**config.mk**
```make
export PLATFORM = sky130hd
export DESIGN_NAME = tile_scheduler
export DESIGN_NICKNAME = d
export VERILOG_FILES = /design/src/rtl/tile_sched_pkg.sv /design/src/rtl/tile_index_counter.sv /design/src/rtl/tile_scheduler.sv
export SDC_FILE = /design/constraint.sdc
export NUM_CORES = 1
export LEC_CHECK = 0
export ABC_CLOCK_PERIOD_IN_PS = 2500
export BUFFER_PORTS_ARGS = -buffer_cell sky130_fd_sc_hd__buf_2
export CORE_AREA = 2 2 81 75
export CTS_CLUSTER_SIZE = 14
export DETAILED_ROUTE_END_ITERATION = 6
export DIE_AREA = 0 0 83 77
export HOLD_SLACK_MARGIN = 0.12
export PLACE_DENSITY_LB_ADDON = 0.1
export SLEW_MARGIN = 30
export SYNTH_ARGS = -nofsm -noshare
export SYNTH_HDL_FRONTEND = slang
export SYNTH_SLANG_ARGS = --single-unit
```
**constraint.sdc**
```tcl
create_clock -name clk -period 2.5 [get_ports clk]
set_input_delay 0.375 -clock clk [delete_from_list [all_inputs] [get_ports clk]]
set_output_delay 0.375 -clock clk [all_outputs]
set_load 0.01 [all_outputs]
```
**src/rtl/tile_sched_pkg.sv**
```systemverilog
// Shared types and defaults for the tile scheduler.
// Holds the FSM state encoding, tiling defaults and the config-range check.
package tile_sched_pkg;

  localparam int MAX_TILES  = 32;
  localparam int TILE_WORDS = 128;
  localparam int RES_STRIDE = 32;

  typedef enum logic [2:0] {
    S_IDLE,
    S_LOAD,
    S_COMP,
    S_OVL,
    S_WB,
    S_DONE
  } state_e;

  function automatic logic cfg_ok(
    input logic [5:0] n,
    input int         max
  );
    return (n != 6'd0) && (int'(n) <= max);
  endfunction

endpackage

```
**src/rtl/tile_index_counter.sv**
```systemverilog
// Row-major tile index walker: column first, wraps into the next row.
// Ports: clr_i zeroes, adv_i steps; nrow_i/ncol_i bounds; row_o/col_o, last_o.
module tile_index_counter (
  input  logic       clk,
  input  logic       rst,
  input  logic       clr_i,
  input  logic       adv_i,
  input  logic [5:0] nrow_i,
  input  logic [5:0] ncol_i,
  output logic [4:0] row_o,
  output logic [4:0] col_o,
  output logic       last_o
);

  logic [4:0] row_q, row_d;
  logic [4:0] col_q, col_d;
  logic       col_wrap;

  assign col_wrap = ({1'b0, col_q} == ncol_i - 6'd1);
  assign last_o   = col_wrap && ({1'b0, row_q} == nrow_i - 6'd1);
  assign row_o    = row_q;
  assign col_o    = col_q;

  always_comb begin
    row_d = row_q;
    col_d = col_q;
    if (clr_i) begin
      row_d = '0;
      col_d = '0;
    end else if (adv_i) begin
      if (col_wrap) begin
        col_d = '0;
        row_d = row_q + 5'd1;
      end else begin
        col_d = col_q + 5'd1;
      end
    end
  end

  always_ff @(posedge clk or posedge rst) begin
    if (rst) begin
      row_q <= '0;
      col_q <= '0;
    end else begin
      row_q <= row_d;
      col_q <= col_d;
    end
  end

endmodule

```
**src/rtl/tile_scheduler.sv**
```systemverilog
// Sequences load/compute/write-back per tile, overlapping write-back with next load.
// Ports: start+cfg in; load/comp/wb req/done handshakes; busy, done, cfg_err, tiles_done.
module tile_scheduler #(
  parameter int MAX_TILES  = tile_sched_pkg::MAX_TILES,
  parameter int TILE_WORDS = tile_sched_pkg::TILE_WORDS,
  parameter int RES_STRIDE = tile_sched_pkg::RES_STRIDE
) (
  input  logic        clk,
  input  logic        rst,
  input  logic        start,
  input  logic [5:0]  cfg_row_tiles,
  input  logic [5:0]  cfg_col_tiles,
  output logic        load_req,
  output logic [4:0]  load_row,
  output logic [4:0]  load_col,
  input  logic        load_done,
  output logic        comp_req,
  input  logic        comp_done,
  output logic        wb_req,
  output logic [16:0] wb_addr_base,
  input  logic        wb_done,
  output logic [10:0] tiles_done,
  output logic        busy,
  output logic        done,
  output logic        cfg_err
);

  import tile_sched_pkg::state_e;
  import tile_sched_pkg::S_IDLE;
  import tile_sched_pkg::S_LOAD;
  import tile_sched_pkg::S_COMP;
  import tile_sched_pkg::S_OVL;
  import tile_sched_pkg::S_WB;
  import tile_sched_pkg::S_DONE;
  import tile_sched_pkg::cfg_ok;

  state_e      state_q, state_d;
  logic [5:0]  nrow_q, nrow_d;
  logic [5:0]  ncol_q, ncol_d;
  logic        ld_req_q, ld_req_d;
  logic        cp_req_q, cp_req_d;
  logic        wb_req_q, wb_req_d;
  logic        ld_seen_q, ld_seen_d;
  logic        wb_seen_q, wb_seen_d;
  logic [10:0] tiles_q, tiles_d;
  logic [16:0] addr_q, addr_d;
  logic        err_q, err_d;

  logic        cnt_clr, cnt_adv;
  logic [4:0]  idx_row, idx_col;
  logic        idx_last;
  logic        ld_acc, cp_acc, wb_acc;
  logic        cfg_good;

  tile_index_counter u_idx (
    .clk    (clk),
    .rst    (rst),
    .clr_i  (cnt_clr),
    .adv_i  (cnt_adv),
    .nrow_i (nrow_q),
    .ncol_i (ncol_q),
    .row_o  (idx_row),
    .col_o  (idx_col),
    .last_o (idx_last)
  );

  // A done pulse only counts while its request is up.
  assign ld_acc = load_done && ld_req_q;
  assign cp_acc = comp_done && cp_req_q;
  assign wb_acc = wb_done && wb_req_q;

  assign cfg_good = cfg_ok(cfg_row_tiles, MAX_TILES)
                 && cfg_ok(cfg_col_tiles, MAX_TILES);

  always_comb begin
    state_d   = state_q;
    nrow_d    = nrow_q;
    ncol_d    = ncol_q;
    ld_req_d  = ld_req_q;
    cp_req_d  = cp_req_q;
    wb_req_d  = wb_req_q;
    ld_seen_d = ld_seen_q;
    wb_seen_d = wb_seen_q;
    tiles_d   = tiles_q;
    addr_d    = addr_q;
    err_d     = 1'b0;
    cnt_clr   = 1'b0;
    cnt_adv   = 1'b0;
    unique case (state_q)
      S_IDLE, S_DONE: begin
        if (start) begin
          if (cfg_good) begin
            state_d  = S_LOAD;
            nrow_d   = cfg_row_tiles;
            ncol_d   = cfg_col_tiles;
            cnt_clr  = 1'b1;
            ld_req_d = 1'b1;
            tiles_d  = '0;
            addr_d   = '0;
          end else begin
            err_d = 1'b1;
          end
        end
      end
      S_LOAD: begin
        if (ld_acc) begin
          ld_req_d = 1'b0;
          cp_req_d = 1'b1;
          state_d  = S_COMP;
        end
      end
      S_COMP: begin
        if (cp_acc) begin
          cp_req_d = 1'b0;
          wb_req_d = 1'b1;
          addr_d   = 17'(TILE_WORDS)
                   * (17'(idx_row) * 17'(RES_STRIDE) + 17'(idx_col));
          if (idx_last) begin
            state_d = S_WB;
          end else begin
            state_d   = S_OVL;
            cnt_adv   = 1'b1;
            ld_req_d  = 1'b1;
            ld_seen_d = 1'b0;
            wb_seen_d = 1'b0;
          end
        end
      end
      S_OVL: begin
        if (ld_acc) begin
          ld_req_d  = 1'b0;
          ld_seen_d = 1'b1;
        end
        if (wb_acc) begin
          wb_req_d  = 1'b0;
          wb_seen_d = 1'b1;
          tiles_d   = tiles_q + 11'd1;
        end
        // Compute waits for both the fresh operands and the drained result.
        if ((ld_seen_q || ld_acc) && (wb_seen_q || wb_acc)) begin
          state_d  = S_COMP;
          cp_req_d = 1'b1;
        end
      end
      S_WB: begin
        if (wb_acc) begin
          wb_req_d = 1'b0;
          tiles_d  = tiles_q + 11'd1;
          state_d  = S_DONE;
        end
      end
      default: state_d = S_IDLE;
    endcase
  end

  always_ff @(posedge clk or posedge rst) begin
    if (rst) begin
      state_q   <= S_IDLE;
      nrow_q    <= '0;
      ncol_q    <= '0;
      ld_req_q  <= 1'b0;
      cp_req_q  <= 1'b0;
      wb_req_q  <= 1'b0;
      ld_seen_q <= 1'b0;
      wb_seen_q <= 1'b0;
      tiles_q   <= '0;
      addr_q    <= '0;
      err_q     <= 1'b0;
    end else begin
      state_q   <= state_d;
      nrow_q    <= nrow_d;
      ncol_q    <= ncol_d;
      ld_req_q  <= ld_req_d;
      cp_req_q  <= cp_req_d;
      wb_req_q  <= wb_req_d;
      ld_seen_q <= ld_seen_d;
      wb_seen_q <= wb_seen_d;
      tiles_q   <= tiles_d;
      addr_q    <= addr_d;
      err_q     <= err_d;
    end
  end

  assign load_req     = ld_req_q;
  assign load_row     = idx_row;
  assign load_col     = idx_col;
  assign comp_req     = cp_req_q;
  assign wb_req       = wb_req_q;
  assign wb_addr_base = addr_q;
  assign tiles_done   = tiles_q;
  assign cfg_err      = err_q;
  assign done         = (state_q == S_DONE);
  assign busy         = (state_q == S_LOAD) || (state_q == S_COMP)
                     || (state_q == S_OVL)  || (state_q == S_WB);

endmodule

```
==> impl_metrics.tcl <==
set metrics [dict create \
    leakage_nw 1.73 \
    drv_slew 0 \
    vias_per_cell 5.31 \
    wl_mm 6.34 \
    die_h_um 77 \
    n_antenna_cell 0 \
    worst_ep_arrival_time_ps 2560 \
    synth-edff-count 0 \
    fin_tns_setup_ps 0 \
    yosysSeqAreaShare 0.454 \
    numCtsBuffers 5 \
    htreeDepth 2 \
    grt_pass1_wl_mm 10.9 \
    hold_depth 3 \
    rsz0062_at_grt "false" \
    finalSetupViolCount 0 \
    period_needed_ps 2380 \
    yosysWarnings 0 \
    clock_path_buffers 2 \
    worstPathRequired_ps 2680 \
    cap_violations 0 \
    antenna_found_initial 0 \
    synth-seq-cells 52 \
    gp_congestion 0.785 \
    rrSetupSlack_ps 120 \
    final_common_cell "nand2_1" \
    grt-ovfl-total 0 \
    grt_pass1_vias 2271 \
    slowest_delay_ps 580 \
    p_per_area_nw_per_um2 415 \
    die_w_um 83 \
    reg2reg_depth 7 \
    final_cell_mix "nand2_1 (69), buf_2 (54), dfrtp_1 (52)" \
    fin_skew_ps 13.5 \
    die_area_um2 6390 \
    slew_headroom 0.648 \
    drc 0 \
    dp_slack_ps 73.5 \
    synth_top_flop_cell "dfrtp_1" \
    synthArstFlopShare 1.00 \
    hold_slack_ps 257 \
    ant_nets 0 \
    syn_inst 322 \
    final_net_count 406 \
    portBuffers 54 \
    syn_area_per_cell_um2 8.89 \
    setup_slack_ps 122 \
    worstMarginPinSlew_ps 528 \
    hold_path_class "in -> reg" \
    path_max_fanout 7 \
    ios 62 \
    wire_per_inst_um 14.0 \
    hold-path-endpoint "nrow_q[3]$_DFFE_PP0P_" \
    status "finished, final reports clean" \
    slowest_stage "or4_1" \
    timing.rr.end "u_idx.col_o[4]$_DFFE_PP0P_" \
    via_count 2410 \
    rows 26 \
    vdd_ir_drop_max_v 0.000278 \
    cp_cell_sequence "or4_1 -> or3_1 -> nand4_1 -> nor4_4 -> buf_4 -> nor2_1 -> o21ai_0" \
    clock_sinks 52 \
    min-delay-start "cfg_row_tiles[3]" \
    clock.fmax_mhz 421 \
    initial_core_util 0.515 \
    post-route-period-util 0.951 \
    syn_area_um2 2860 \
    dp_hpwl_mm 4.58 \
    hold_viol 0 \
    cts-root-buf "clkbuf_8" \
    drive_above_1_share 0.221 \
    core_um2 5560 \
    start_kind "register" \
    drt-initial-drc-count 103 \
    grt_max_degree 37 \
    utilization 0.601 \
    cts_tree "done" \
    syn2layout_area_growth_pct 16.7 \
    r2r-start "ncol_q[0]$_DFFE_PP0P_" \
    grt_usage 0.208 \
    worstSkewPairLatency_ps 310 \
    clk_pin_slew_worst_paths_ps 100 \
    ys_types 49 \
    endpoint_kind "register" \
    setup.worst_path.class "reg -> reg" \
    dr.pass1.iters 4 \
]
worst max path at each step:
stage,start,endpoint,slack [ps],depth (start not counted)
2_1_floorplan,cfg_row_tiles[3],tiles_done[10]$_DFFE_PP0P_,280,7
3_3_place_gp,cfg_row_tiles[3],tiles_done[10]$_DFFE_PP0P_,150,7
3_5_place_dp,cfg_row_tiles[3],wb_addr_base[14]$_DFFE_PP0P_,70,7
4_1_cts,ncol_q[0]$_DFFE_PP0P_,u_idx.col_o[3]$_DFFE_PP0P_,100,7
5_1_grt,ncol_q[0]$_DFFE_PP0P_,u_idx.col_o[4]$_DFFE_PP0P_,4,9
6_report,ncol_q[0]$_DFFE_PP0P_,u_idx.col_o[4]$_DFFE_PP0P_,120,7
registers in the layout (all words and copies together) (netlist names), 3 cells and up:
name and cells:
tiles_done 11, wb_addr_base 10, ncol_q 6, nrow_q 6, u_idx.col_o 5, u_idx.row_o 5, state_q 3
through the flow:
| step | std cells | instance area (µm²) | total power (W) |
|---|---|---|---|
| after floorplan | 328 | 2890 | 0.000892 |
| after global routing | 454 | 3340 | 0.00144 |
| after global placement | 444 | 3240 | 0.000914 |
| final | 454 | 3340 | 0.00139 |
| after detailed placement | 444 | 3240 | 0.000915 |
| after CTS | 453 | 3330 | 0.00140 |
synth_stat cells, drive strengths merged, types with 2 or more instances:
cell,instances,area [µm²]
nor2b,3,18.8
nor2,27,101
xnor2,13,114
or3,3,18.8
clkbuf,6,22.5
and4,2,17.5
a31oi,5,31.3
o31ai,2,15.0
o21ai,24,120
xor2,10,87.6
o21a,4,30.0
o22ai,2,12.5
or3b,2,17.5
ha,5,62.6
and2,6,37.5
nor4,2,33.8
a21oi,9,48.8
a31o,2,17.5
and3,6,37.5
nor3,4,20.0
nand2,69,259
mux2i,5,50.1
or4,4,33.8
a22o,2,17.5
inv,8,30.0
buf,14,100
nand4,6,37.5
dfrtp,52,1300
nand2b,3,18.8
nand3b,2,15.0
nand3,8,40.0
cell type report:
cell class	instances	area (µm²)
Clock buffer	5	68.8
Tap cell	70	87.6
Fill cell	518	2220
Clock inverter	3	18.8
Timing Repair Buffer	68	403
Multi-Input combinational cell	248	1430
Sequential cell	52	1300
Inverter	8	30.0
layer usage:
| layer | global-route usage | share of wire | up-vias |
|---|---|---|---|
| li1 | - | - | 1210 |
| met1 | 0.293 | 0.49 | 1131 |
| met2 | 0.327 | 0.46 | 61 |
| met3 | 0.0388 | 0.045 | 8 |
| met4 | 0.0656 | 0.012 | 0 |
| met5 | 0 | 0 | - |
critical path: cells and delay by family (launching register included):
kind / cells / cell delay, ps
and+or+nand+nor: 5 / 1510
DFF: 1 / 430
buffers and inverters: 1 / 160
AOI/OAI and AO/OA: 1 / 140
cells by family (layout without fill, tap and decap cells):
family	after synthesis	count (layout)	share of synthesized area
other	1	7	0.00131
XOR/XNOR	23	23	0.0703
AND/OR/NAND/NOR	151	151	0.257
flip-flops	52	52	0.454
multiplexers	5	5	0.0175
adder cells (fa/ha/maj)	5	5	0.0218
buffers and inverters	28	84	0.0533
AO/OA/AOI/OAI	57	57	0.124
power by group:
part | switching, W | internal (W)
registers | 0.00000122 | 0.000841
logic | 0.0000354 | 0.0000203
clock network | 0.000292 | 0.000196
what timing repair did:
item,CTS,global route
hold buffers,1,0
hold endpoints to repair,23,0
endpoints found under the setup margin,0,5
buffers inserted,0,1
gates resized for setup,0,1
Power figures use the tool's default switching activity.
